==> src/rtl/iob_uart_tx_core.sv <==
// iob_uart_tx_core: 8N1 serial transmit engine.
// A one-byte holding register sits in front of the shift register, so the CSR
// block can queue the next byte while the current frame is on the line.
// Back-to-back frames go out with no idle gap.
module iob_uart_tx_core #(
  parameter int DIV_W  = 16,
  parameter int DATA_W = 8
) (
  input  logic              clk_i,
  input  logic              rst_n_i,
  input  logic              cke_i,
  input  logic              softreset_i,
  input  logic              txen_i,
  input  logic [DIV_W-1:0]  div_i,
  input  logic [DATA_W-1:0] txdata_wdata_i,
  input  logic              txdata_wen_i,
  output logic              txdata_wready_o,
  output logic              txready_o,
  output logic              txd_o
);

  typedef enum logic [1:0] {IDLE, START, DATA, STOP} state_t;

  state_t            state_reg, state_next;
  logic [DIV_W-1:0]  baud_reg, baud_next;
  logic [DIV_W-1:0]  period_reg, period_next;
  logic [2:0]        bit_reg, bit_next;
  logic [DATA_W-1:0] shift_reg, shift_next;
  logic [DATA_W-1:0] hold_reg, hold_next;
  logic              hold_full_reg, hold_full_next;
  logic              acc_reg, acc_next;
  logic              txd_reg, txd_next;

  logic              accept;
  logic              load;
  logic              period_end;
  logic [DIV_W-1:0]  div_sat;

  // acc_reg masks ready for one cycle after each accept, so a write strobe
  // held for two cycles by the CSR block commits only one byte.
  assign txdata_wready_o = ~hold_full_reg & ~acc_reg;
  assign txready_o       = txen_i & ~hold_full_reg;
  assign txd_o           = txd_reg;
  assign accept          = txdata_wen_i & txdata_wready_o;

  // A bit period below 2 cycles is not supported; clamp it.
  assign div_sat    = (div_i < DIV_W'(2)) ? DIV_W'(2) : div_i;
  assign period_end = (baud_reg == (period_reg - DIV_W'(1)));

  // Next-state logic: holding register, FSM sequencing and line value
  always_comb begin
    state_next     = state_reg;
    baud_next      = baud_reg;
    period_next    = period_reg;
    bit_next       = bit_reg;
    shift_next     = shift_reg;
    hold_next      = hold_reg;
    hold_full_next = hold_full_reg;
    acc_next       = accept;
    txd_next       = txd_reg;
    load           = 1'b0;

    if (accept) begin
      hold_next      = txdata_wdata_i;
      hold_full_next = 1'b1;
    end

    case (state_reg)
      IDLE: begin
        txd_next = 1'b1;
        if (hold_full_reg && txen_i) load = 1'b1;
      end
      START: begin
        baud_next = baud_reg + DIV_W'(1);
        if (period_end) begin
          baud_next  = '0;
          bit_next   = '0;
          txd_next   = shift_reg[0];
          state_next = DATA;
        end
      end
      DATA: begin
        baud_next = baud_reg + DIV_W'(1);
        if (period_end) begin
          baud_next = '0;
          if (bit_reg == 3'(DATA_W - 1)) begin
            txd_next   = 1'b1;
            state_next = STOP;
          end else begin
            bit_next   = bit_reg + 3'd1;
            shift_next = shift_reg >> 1;
            txd_next   = shift_reg[1];
          end
        end
      end
      STOP: begin
        baud_next = baud_reg + DIV_W'(1);
        if (period_end) begin
          baud_next = '0;
          // A queued byte chains straight into the next start bit.
          if (hold_full_reg && txen_i) load = 1'b1;
          else                         state_next = IDLE;
        end
      end
      default: state_next = IDLE;
    endcase

    // Load and accept are mutually exclusive: load needs hold full, accept
    // needs hold empty. The divisor is sampled only here, so mid-frame
    // changes apply to the following frame.
    if (load) begin
      shift_next     = hold_reg;
      hold_full_next = 1'b0;
      period_next    = div_sat;
      baud_next      = '0;
      txd_next       = 1'b0;
      state_next     = START;
    end
  end

  // State registers with clock enable and synchronous reset / softreset
  always_ff @(posedge clk_i) begin
    if (cke_i) begin
      if (!rst_n_i || softreset_i) begin
        state_reg     <= IDLE;
        baud_reg      <= '0;
        period_reg    <= DIV_W'(2);
        bit_reg       <= '0;
        shift_reg     <= '0;
        hold_reg      <= '0;
        hold_full_reg <= 1'b0;
        acc_reg       <= 1'b0;
        txd_reg       <= 1'b1;
      end else begin
        state_reg     <= state_next;
        baud_reg      <= baud_next;
        period_reg    <= period_next;
        bit_reg       <= bit_next;
        shift_reg     <= shift_next;
        hold_reg      <= hold_next;
        hold_full_reg <= hold_full_next;
        acc_reg       <= acc_next;
        txd_reg       <= txd_next;
      end
    end
  end

endmodule

==> config.mk <==
export PLATFORM = sky130hd
export DESIGN_NAME = iob_uart_tx_core
export DESIGN_NICKNAME = d
export VERILOG_FILES = /design/src/rtl/iob_uart_tx_core.sv
export SDC_FILE = /design/constraint.sdc
export NUM_CORES = 1
export LEC_CHECK = 0
export CORE_MARGIN = 2
export CORE_UTILIZATION = 50
export DETAILED_ROUTE_END_ITERATION = 10
export PLACE_DENSITY = 0.71
export SLEW_MARGIN = 40
export SYNTH_ARGS = -nofsm -noshare
export SYNTH_HDL_FRONTEND = slang
export SYNTH_SLANG_ARGS = --single-unit
==> constraint.sdc <==
create_clock -name clk_i -period 3.25 [get_ports clk_i]
set_clock_uncertainty 0.15 [all_clocks]
set_input_delay 0.65 -clock clk_i [delete_from_list [all_inputs] [get_ports clk_i]]
set_output_delay 0.65 -clock clk_i [all_outputs]
set_load 0.005 [all_outputs]
==> reports/qor.txt, run 1 <==
worst skew pair latency: 330 ps
CP endpoint kind: flop
Setup crit start: period_reg[8]
Most used DFF post-synth: edfxtp_1
synth top area cells: edfxtp_1, and2_1, xor2_1
slowest stage delay, CP: 660 ps
hold path depth: 1
fill count: 521
deepest clock path buffer count: 2
CTS tree: built
Ys Warns: 0
Pleak: 1.36 nW
crit path time final: 3120 ps
fin nets: 353
Final Hold Viols: 0
top cell type's share of synthesized area: 0.529
all-layer global routing usage: 0.180
Yosys cell types: 52
hold_ws: 384 ps
Hold Startpoint: hold_reg[7]
clock sinks: 56
vias in the first global route: 2091
Die W: 83.7 microns
Power per Cell Area: 398 nW/um^2
number of routed nets with antenna violations: 0
Post-synth EDFFs: 56
r2r setup slk: 130 ps
met1 Use GR: 0.249
WL/cell: 15.1 microns
Layout area overhead: 19.2%
Hold WC Path Type: reg2reg
Max transition margin: 0.525
Post-Synthesis Cells: 273
Ant. Diodes: 0
residual DRC count: 0
VDD IR max: 0.000245 V
worst flop-to-flop path startpoint: period_reg[8]
die height: 83.7 microns
# hold bufs at CTS: 0
CTS Root Cell: clkbuf_8
total number of vias: 2185
Crit-path slowest cell: or4_1
met2 Use GR: 0.285
std cell rows: 29
pin count of the biggest net entering global routing: 21
met3 GRT Util: 0.0366
reg-to-reg endpoint: bit_reg[0]
Arr. time, crit path: 2990 ps
number of port buffers: 32
Critical Path RT: 3130 ps
kind of critical path: reg2reg
Ports: 33
critical path, cell by cell: or4_1 -> nor4_2 -> a32oi_1 -> a211oi_4 -> nand3b_1 -> a211o_1 -> a21boi_2
first-pass GRT wire length: 9940 microns
GR Overflow Total: 0
Seq/Total Area, Yosys: 0.529
Most Crowded Layer GR: met2
CTS buffer count: 5
final total negative setup slack: 0 ps
multi-input logic area: 1460 sq um
die area: 7010 sq um
cells on worst reg2reg path: 7
Seq cells post-synth: 56
initial DRC count: 158
post-route cell area: 3790 sq um
Syn Area/Cell: 11.6 sq um
RSZ-0062 raised after global routing: no
DPL Wire Length: 4350 microns
FMAX: 321 MHz
DP Area: 3650 sq um
Core Area: 6240 sq um
Starting Density: 0.509
share of cells above drive strength 1: 0.115
asr flop ratio synth: 0
final setup fails: 0
Worst-path clk slew: 110 ps
GPL Wtd Cong: 0.864
First-pass DRT Iterations: 4
via/cell ratio: 5.59
CP Max Fanout: 7
initial antenna violation count: 0
CTS HTree Levels: 2
largest area contributor in the netlist: edfxtp_1
Final period util: 0.959
Max Cap Violations: 0
Storage cell area: 1680 sq um
Worst Tran Pin Value: 712 ps
Synth Net Count: 313
Netlist Area Pre-Place: 3180 sq um
Slew Limit Fails: 0
WL final: 5900 microns
Hold EP: shift_reg[7]
run status: complete, no violations
Startpoint Class: flop
[cells by family (layout without fill, tap and decap cells)]
logic type      Yosys count  in the layout  share of synthesized area
simple gates            119            119                      0.220
flops                    56             56                      0.529
compound gates           38             38                     0.0980
xor+xnor                 33             33                     0.0909
buf+inv                  17             58                     0.0224
fa+ha+maj                10             10                     0.0394
[critical path, delay by kind of cell, from the launching register on]
family | cells | cell delay, ps
simple gates | 3 | 1230
compound gates | 4 | 990
flops | 1 | 460
[area by class of cell]
type                       instances  share of cell area
sequential                        56               0.444
multi-input combinational        200               0.385
timing repair buffer              44               0.115
tap                               77              0.0254
clock buffer                       5              0.0182
clock inverter                     3             0.00694
inverter                           6             0.00594
[timing repair]
action,4_1_cts,5_1_grt
setup endpoints to repair,11,69
setup buffers,1,2
pin swaps,1,3
gates resized for setup,0,6
[Yosys cell counts, types with 3 or more instances]
cell and n:
nor4_1 9, nor2_1 26, nor3_1 4, clkbuf_1 6
ha_1 10, nor2b_1 3, edfxtp_1 56, nand2b_1 4
nand3_1 7, xnor2_1 15, inv_1 5, a21boi_1 4
or4_1 4, buf_2 3, nand2_1 9, or3_1 4
xor2_1 18, a22o_1 7, and2_1 27, and3_1 6
a21oi_1 3, nand4_1 5
[per-stage QoR]
step	total power, mW	std cells	setup WS (ps)	utilization
6_report	1.51	391	133	0.607
3_5_place_dp	1.11	380	36.7	0.585
4_1_cts	1.51	389	13.8	0.601
5_1_grt	1.58	391	6.30	0.607
2_1_floorplan	1.02	273	108	-
3_3_place_gp	1.11	380	68.3	0.585
[worst max-delay path by stage]
stage / endpoint / slack (ps) / cells after the start
2_1_floorplan: period_reg[0] / 110 / 10
3_5_place_dp: bit_reg[0] / 40 / 9
4_1_cts: bit_reg[0] / 10 / 10
6_report: bit_reg[0] / 130 / 7
5_1_grt: bit_reg[1] / 6 / 10
3_3_place_gp: bit_reg[0] / 70 / 7
[power breakdown]
group / switching, mW / internal [mW]
Combinational: 0.106 / 0.116
Clock: 0.247 / 0.159
Sequential: 0.0376 / 0.842
[per-layer routing]
| metal | share of wire | vias up |
|---|---|---|
| li1 | - | 1090 |
| met1 | 0.48 | 1037 |
| met2 | 0.46 | 48 |
| met3 | 0.035 | 10 |
| met4 | 0.018 | 0 |
| met5 | 0 | - |
[placed cells by master (no fill, tap or decap), types with 2 or more instances in the layout]
| master | instances |
|---|---|
| nor4_1 | 9 |
| or3_1 | 4 |
| o211ai_1 | 2 |
| nor2_1 | 26 |
| xor2_1 | 18 |
| nand3_1 | 7 |
| edfxtp_1 | 56 |
| a21boi_1 | 3 |
| buf_4 | 10 |
| o221a_1 | 2 |
| clkdlybuf4s50_1 | 32 |
| nor4b_2 | 2 |
| nor3_1 | 4 |
| nand2_1 | 9 |
| nand3b_1 | 2 |
| o21ai_1 | 2 |
| clkbuf_8 | 5 |
| ha_1 | 10 |
| nand2b_1 | 4 |
| nand4_1 | 5 |
| nor2b_1 | 3 |
| xnor2_1 | 15 |
| and3_1 | 5 |
| or4_1 | 3 |
| buf_12 | 2 |
| inv_6 | 2 |
| a31oi_1 | 2 |
| a22o_1 | 7 |
| inv_1 | 5 |
| and2_1 | 27 |
| a21oi_1 | 3 |
Power figures use the tool's default switching activity.
==> run 2, diff against run 1 <==
--- a/config.mk
+++ b/config.mk
@@ -7,6 +7,7 @@
 export LEC_CHECK = 0
 export CORE_MARGIN = 2
 export CORE_UTILIZATION = 50
+export CTS_BUF_LIST = sky130_fd_sc_hd__clkbuf_2 sky130_fd_sc_hd__clkbuf_4 sky130_fd_sc_hd__clkbuf_8
 export DETAILED_ROUTE_END_ITERATION = 10
 export PLACE_DENSITY = 0.71
 export SLEW_MARGIN = 40
==> results of run 2 <==
The final DEF is identical to that of run 1; final timing and power are the same.
==> run 3, diff against run 2 <==
--- a/config.mk
+++ b/config.mk
@@ -8,6 +8,7 @@
 export CORE_MARGIN = 2
 export CORE_UTILIZATION = 50
 export CTS_BUF_LIST = sky130_fd_sc_hd__clkbuf_2 sky130_fd_sc_hd__clkbuf_4 sky130_fd_sc_hd__clkbuf_8
+export CTS_CLUSTER_DIAMETER = 100
 export DETAILED_ROUTE_END_ITERATION = 10
 export PLACE_DENSITY = 0.71
 export SLEW_MARGIN = 40
==> results of run 3 <==
The final DEF is identical to that of run 1; final timing and power are the same.
